File: config.mk
export PLATFORM = sky130hd
export DESIGN_NAME = apb_rr_master
export DESIGN_NICKNAME = d
export VERILOG_FILES = /design/src/rtl/apb_pkg.sv /design/src/rtl/apb_rr_arb2.sv /design/src/rtl/apb_rr_master.sv
export SDC_FILE = /design/constraint.sdc
export NUM_CORES = 1
export LEC_CHECK = 0
export ABC_AREA = 0
export BUFFER_PORTS_ARGS = -buffer_cell sky130_fd_sc_hd__clkbuf_2
export CELL_PAD_IN_SITES_DETAIL_PLACEMENT = 0
export CELL_PAD_IN_SITES_GLOBAL_PLACEMENT = 2
export CORE_MARGIN = 2
export CORE_UTILIZATION = 30
export CTS_CLUSTER_DIAMETER = 40
export CTS_CLUSTER_SIZE = 14
export DETAILED_ROUTE_END_ITERATION = 10
export PLACE_DENSITY = 0.88
export SETUP_SLACK_MARGIN = 0.15
export SLEW_MARGIN = 20
export SYNTH_ARGS = -nofsm -noshare
export SYNTH_HDL_FRONTEND = slang
export SYNTH_SLANG_ARGS = --single-unit
File: constraint.sdc
create_clock -name pclk -period 2.7 [get_ports pclk]
set_input_delay 0.135 -clock pclk [delete_from_list [all_inputs] [get_ports pclk]]
set_output_delay 0.135 -clock pclk [all_outputs]
set_load 0.02 [all_outputs]
File: src/rtl/apb_pkg.sv
// Shared types for the two-port APB round-robin master.
// Holds the FSM state encoding, the default bus widths and the latched request record.
package apb_pkg;

    localparam int DEF_ADDR_W = 4;
    localparam int DEF_DATA_W = 8;

    typedef enum logic [1:0] {
        IDLE,
        SETUP,
        ACCESS
    } state_t;

    typedef struct packed {
        logic                  write;
        logic [DEF_ADDR_W-1:0] addr;
        logic [DEF_DATA_W-1:0] wdata;
    } req_t;

endpackage

File: src/rtl/apb_rr_arb2.sv
// Two-port round-robin arbiter: combinational grant, registered last-grant pointer.
// The pointer starts at port 1 so that port 0 wins the first tie after reset.
module apb_rr_arb2 (
    input  logic       i_clk,
    input  logic       i_rst,
    input  logic [1:0] i_valid,
    input  logic       i_en,
    output logic [1:0] o_ready
);

    logic       r_last;
    logic [1:0] w_grant;

    // On a tie the port that was not served last wins.
    always_comb begin
        w_grant = i_valid;
        if (i_valid == 2'b11) begin
            w_grant = r_last ? 2'b01 : 2'b10;
        end
    end

    assign o_ready = i_en ? w_grant : 2'b00;

    always_ff @(posedge i_clk) begin
        if (i_rst) begin
            r_last <= 1'b1;
        end else if (|o_ready) begin
            r_last <= o_ready[1];
        end
    end

endmodule

File: src/rtl/apb_rr_master.sv
// Two-requester APB master: round-robin arbitration, SETUP/ACCESS sequencing,
// wait-state handling and a timeout that aborts transfers the slave never completes.
module apb_rr_master
    import apb_pkg::*;
#(
    parameter int ADDR_W  = DEF_ADDR_W,
    parameter int DATA_W  = DEF_DATA_W,
    parameter int TIMEOUT = 15
) (
    input  logic              pclk,
    input  logic              preset,
    input  logic              req0_valid,
    output logic              req0_ready,
    input  logic              req0_write,
    input  logic [ADDR_W-1:0] req0_addr,
    input  logic [DATA_W-1:0] req0_wdata,
    output logic              rsp0_valid,
    output logic [DATA_W-1:0] rsp0_rdata,
    output logic              rsp0_err,
    input  logic              req1_valid,
    output logic              req1_ready,
    input  logic              req1_write,
    input  logic [ADDR_W-1:0] req1_addr,
    input  logic [DATA_W-1:0] req1_wdata,
    output logic              rsp1_valid,
    output logic [DATA_W-1:0] rsp1_rdata,
    output logic              rsp1_err,
    output logic [ADDR_W-1:0] paddr,
    output logic [DATA_W-1:0] pwdata,
    output logic              pwrite,
    output logic              psel,
    output logic              penable,
    input  logic [DATA_W-1:0] prdata,
    input  logic              pready,
    input  logic              pslverr
);

    localparam logic [7:0] LAST_WAIT = 8'(TIMEOUT - 1);

    state_t            r_state, w_state_nxt;
    logic              r_psel, w_psel_nxt;
    logic              r_penable, w_penable_nxt;
    logic              r_pwrite, w_pwrite_nxt;
    logic [ADDR_W-1:0] r_paddr, w_paddr_nxt;
    logic [DATA_W-1:0] r_pwdata, w_pwdata_nxt;
    logic              r_port, w_port_nxt;
    logic [7:0]        r_wait, w_wait_nxt;
    logic [1:0]        r_rsp_valid, w_rsp_valid_nxt;
    logic [1:0]        r_rsp_err, w_rsp_err_nxt;
    logic [DATA_W-1:0] r_rsp_rdata [2];
    logic [DATA_W-1:0] w_rsp_rdata_nxt [2];

    logic              w_win;
    logic [1:0]        w_ready;
    logic              w_accept;
    req_t              w_req0, w_req1, w_gnt_req;
    logic [DATA_W-1:0] w_read_data;

    assign w_win = (r_state == IDLE) || ((r_state == ACCESS) && pready);

    apb_rr_arb2 u_arb (
        .i_clk   (pclk),
        .i_rst   (preset),
        .i_valid ({req1_valid, req0_valid}),
        .i_en    (w_win),
        .o_ready (w_ready)
    );

    assign req0_ready = w_ready[0];
    assign req1_ready = w_ready[1];
    assign w_accept   = |w_ready;

    assign w_req0    = '{write: req0_write, addr: req0_addr, wdata: req0_wdata};
    assign w_req1    = '{write: req1_write, addr: req1_addr, wdata: req1_wdata};
    assign w_gnt_req = w_ready[1] ? w_req1 : w_req0;

    assign w_read_data = (!r_pwrite && !pslverr) ? prdata : '0;

    // Next-state and next-output logic; an accept overrides the completion path so
    // a back-to-back transfer keeps psel high and goes straight to SETUP.
    always_comb begin
        w_state_nxt        = r_state;
        w_psel_nxt         = r_psel;
        w_penable_nxt      = r_penable;
        w_pwrite_nxt       = r_pwrite;
        w_paddr_nxt        = r_paddr;
        w_pwdata_nxt       = r_pwdata;
        w_port_nxt         = r_port;
        w_wait_nxt         = r_wait;
        w_rsp_valid_nxt    = 2'b00;
        w_rsp_err_nxt      = 2'b00;
        w_rsp_rdata_nxt[0] = '0;
        w_rsp_rdata_nxt[1] = '0;

        unique case (r_state)
            IDLE: begin
                w_psel_nxt    = 1'b0;
                w_penable_nxt = 1'b0;
            end
            SETUP: begin
                w_penable_nxt = 1'b1;
                w_wait_nxt    = 8'd0;
                w_state_nxt   = ACCESS;
            end
            ACCESS: begin
                if (pready) begin
                    w_rsp_valid_nxt[r_port] = 1'b1;
                    w_rsp_err_nxt[r_port]   = pslverr;
                    w_rsp_rdata_nxt[r_port] = w_read_data;
                    w_psel_nxt              = 1'b0;
                    w_penable_nxt           = 1'b0;
                    w_state_nxt             = IDLE;
                end else if (r_wait == LAST_WAIT) begin
                    w_rsp_valid_nxt[r_port] = 1'b1;
                    w_rsp_err_nxt[r_port]   = 1'b1;
                    w_psel_nxt              = 1'b0;
                    w_penable_nxt           = 1'b0;
                    w_state_nxt             = IDLE;
                end else begin
                    w_wait_nxt = r_wait + 8'd1;
                end
            end
            default: begin
                w_psel_nxt    = 1'b0;
                w_penable_nxt = 1'b0;
                w_state_nxt   = IDLE;
            end
        endcase

        if (w_accept) begin
            w_psel_nxt    = 1'b1;
            w_penable_nxt = 1'b0;
            w_pwrite_nxt  = w_gnt_req.write;
            w_paddr_nxt   = w_gnt_req.addr;
            w_pwdata_nxt  = w_gnt_req.wdata;
            w_port_nxt    = w_ready[1];
            w_state_nxt   = SETUP;
        end
    end

    always_ff @(posedge pclk) begin
        if (preset) begin
            r_state        <= IDLE;
            r_psel         <= 1'b0;
            r_penable      <= 1'b0;
            r_pwrite       <= 1'b0;
            r_paddr        <= '0;
            r_pwdata       <= '0;
            r_port         <= 1'b0;
            r_wait         <= 8'd0;
            r_rsp_valid    <= 2'b00;
            r_rsp_err      <= 2'b00;
            r_rsp_rdata[0] <= '0;
            r_rsp_rdata[1] <= '0;
        end else begin
            r_state        <= w_state_nxt;
            r_psel         <= w_psel_nxt;
            r_penable      <= w_penable_nxt;
            r_pwrite       <= w_pwrite_nxt;
            r_paddr        <= w_paddr_nxt;
            r_pwdata       <= w_pwdata_nxt;
            r_port         <= w_port_nxt;
            r_wait         <= w_wait_nxt;
            r_rsp_valid    <= w_rsp_valid_nxt;
            r_rsp_err      <= w_rsp_err_nxt;
            r_rsp_rdata[0] <= w_rsp_rdata_nxt[0];
            r_rsp_rdata[1] <= w_rsp_rdata_nxt[1];
        end
    end

    assign psel       = r_psel;
    assign penable    = r_penable;
    assign pwrite     = r_pwrite;
    assign paddr      = r_paddr;
    assign pwdata     = r_pwdata;
    assign rsp0_valid = r_rsp_valid[0];
    assign rsp1_valid = r_rsp_valid[1];
    assign rsp0_err   = r_rsp_err[0];
    assign rsp1_err   = r_rsp_err[1];
    assign rsp0_rdata = r_rsp_rdata[0];
    assign rsp1_rdata = r_rsp_rdata[1];

endmodule

==> impl_metrics.py <==
metrics = {
    "synthesis": {
        "synth_top_area_share_pct": 45.6,
        "ys.flop_type": "dfxtp_1",
        "synth_area_leaders": "dfxtp_1 46%, a311oi_1 5.9%, o31ai_1 5.8%, and3_1 5.2%, a31oi_1 4.2%",
        "syn_area_per_cell_um2": 9.37,
        "yosysTopAreaCell": "dfxtp_1",
        "synth_seq_cells": 47,
        "ys_seq_area_share_pct": 45.6,
        "ys_types": 42,
        "yosys_warnings": 0,
        "postSynthCellCount": 220,
        "syn-cell-area_um2": 2060,
        "synthArstFlopShare_pct": 0,
        "syn-num-nets": 262,
        "synth_edf_count": 0,
    },
    "die": {
        "start_util_pct": 30.7,
        "die_h_um": 86.9,
        "die_x_um": 86.9,
        "ios": 77,
        "dieArea_um2": 7550,
        "core-area_um2": 6720,
        "num_rows": 30,
    },
    "timing": {
        "maxSlewViolCount": 0,
        "fin_crit_sh_pct": 74.0,
        "rsz0062_at_grt": "no",
        "finalSetupViolations": 0,
        "relSlewSlack_pct": 53.9,
        "timing.hold.ws_ns": 0.0739,
        "setup_tns_ns": 0,
        "hold_violations": 0,
        "fmax_mhz": 500,
        "worst_slew_pin_slew_ns": 0.689,
        "fin_crit_ns": 2.00,
        "finClkSkew_ns": 0.00485,
        "setup_ws_ns": 0.701,
    },
    "global_route": {
        "overflow": 0,
        "grt_usage_pct": 14.6,
        "antenna_found_initial": 0,
        "grt_max_degree": 30,
        "grt_pass1_vias": 1810,
        "grt_pass1_wl_um": 8890,
    },
    "placement": {
        "gp_congestion": 0.771,
        "dp_hpwl_um": 3910,
        "numPortBuffers": 76,
        "dp_slack_ns": 0.914,
    },
    "worst_setup_path": {
        "cp_data_required_time_ns": 2.57,
        "criticalPathCategory": "register to output pin",
        "r2r_slack_ns": 0.90,
        "cp.arrival_ns": 1.86,
        "worstPathMaxFanout": 15,
        "r2r_cells": 3,
        "crit_path_start_kind": "register",
        "critPathCaptureType": "output pin",
    },
    "clock_tree": {
        "path_clk_slew_ns": 0.09,
        "cts_resized": 0,
        "cts_tree": "yes",
        "htreeDepth": 2,
        "cts_hold_buf": 0,
        "cts_setup_buffers": 0,
        "numCtsBuffers": 5,
        "cts.sinks": 47,
        "clock_path_buffers": 2,
        "clock_latency_ns": 0.30,
        "root_buffer": "clkbuf_8",
    },
    "job": {
        "drv_cap": 0,
    },
    "drt": {
        "vias_per_cell": 5.30,
        "firstDrtPassIters": 4,
        "detail_route.drc_violations": 0,
        "drtIter0Drc": 114,
        "routedWlPerCell_um": 15.2,
        "vias": 1929,
        "route.met3.wl_um": 340,
        "routed_wl_um": 5520,
        "wl_met1_um": 2790,
        "ant_nets": 0,
        "wl_met2_um": 2370,
        "top_layer_used": "met4",
    },
    "finish": {
        "nets": 325,
        "drive_above_1_share_pct": 33.1,
        "diodes": 0,
        "area_growth_pct": 24.8,
        "final_util_pct": 38.3,
        "nFillCells": 696,
    },
    "status": {
        "status": "finished, final reports clean",
    },
    "power_and_ir_drop": {
        "ir_drop_mv": 0.222,
        "p_per_area_nw_per_um2": 555,
        "leakage_uw": 0.00113,
    },
    "hold_path": {
        "hp-class": "input port to register",
        "holdPathStages": 2,
    },
}
cell families after synthesis:
kind of cell               count (synthesis)  synth area share [%]
and+or+nand+nor                           76                  22.6
AOI/OAI and AO/OA                         62                  22.8
DFF                                       47                  45.6
buffers and inverters                     29                  5.76
muxes                                      4                  1.94
adders and majority gates                  2                  1.21
layout make-up:
cell class / count / area (um^2) / area share, %
multi-input combinational: 144 / 1010 / 39.2
sequential: 47 / 941 / 36.6
timing repair buffer: 79 / 403 / 15.7
tap: 80 / 100 / 3.89
clock buffer: 6 / 82.6 / 3.21
inverter: 6 / 22.5 / 0.875
clock inverter: 2 / 16.3 / 0.632
path summary, 6_finish.rpt:
kind                                      endpoint  startpoint
worst max-delay path                    req1_ready  r_state[0]
worst min-delay path            r_rsp_rdata[0][14]   prdata[6]
worst max register to register           r_wait[7]  r_state[0]
worst min register to register             penable     penable
worst max-delay path: stages, from the launching register on:
cell	delay, ns
dfxtp_1	0.41
nand2b_1	0.48
nor3_1	0.44
clkbuf_2	0.24
metal layers:
| metal | track usage (%) | vias up |
|---|---|---|
| li1 | - | 988 |
| met1 | 21.3 | 881 |
| met2 | 21.7 | 58 |
| met3 | 3.60 | 2 |
| met4 | 3.41 | 0 |
| met5 | 0 | - |
state kept, by name, indices dropped and copies added (netlist names):
name,count
r_rsp_rdata,16
pwdata,8
r_wait,8
paddr,4
r_rsp_err,2
r_rsp_valid,2
r_state,2
penable,1
psel,1
pwrite,1
r_port,1
u_arb.r_last,1
cells in the final DEF, fill, tap and decap left out, types with 2 or more instances in the layout:
master / instances
a211oi_1: 6
a21oi_1: 2
a311oi_1: 14
a31oi_1: 14
and2_0: 2
and2_1: 4
and2b_1: 2
and3_1: 17
buf_4: 3
clkbuf_2: 76
clkbuf_8: 6
dfxtp_1: 47
ha_1: 2
inv_1: 6
mux2i_1: 4
nand2_1: 4
nand2b_1: 2
nand3_1: 9
nand4_1: 14
nor2_1: 3
nor3_1: 2
o21a_1: 3
o31ai_1: 16
or2_2: 2
or3_1: 3
or4_1: 3
through the flow:
step	cells	power (uW)	cell area [um^2]
after floorplan	220	910	2060
after global placement	356	998	2470
after detailed placement	356	999	2470
after CTS	364	1450	2570
after global routing	364	1490	2570
final	364	1430	2570
cell usage after synthesis, drive strengths merged, types with 2 or more instances:
library cell	count
o31ai	16
nand2b	2
o21a	3
or3	3
or4	3
and2b	2
or2	2
nor2	3
nand2	4
a311oi	14
and3	17
dfxtp	47
inv	6
clkbuf	19
nor3	3
and2	7
a21oi	2
a31oi	14
ha	2
nand3	9
buf	4
mux2i	4
a211oi	6
nand4	14
where the power goes:
group / total, uW / internal (uW) / leakage, uW / switching (uW)
Clock: 447 / 209 / 0.0000474 / 238
Combinational: 238 / 89.0 / 0.000704 / 149
Sequential: 744 / 723 / 0.000383 / 20.8
No activity file was read; power rests on OpenSTA's default activity.
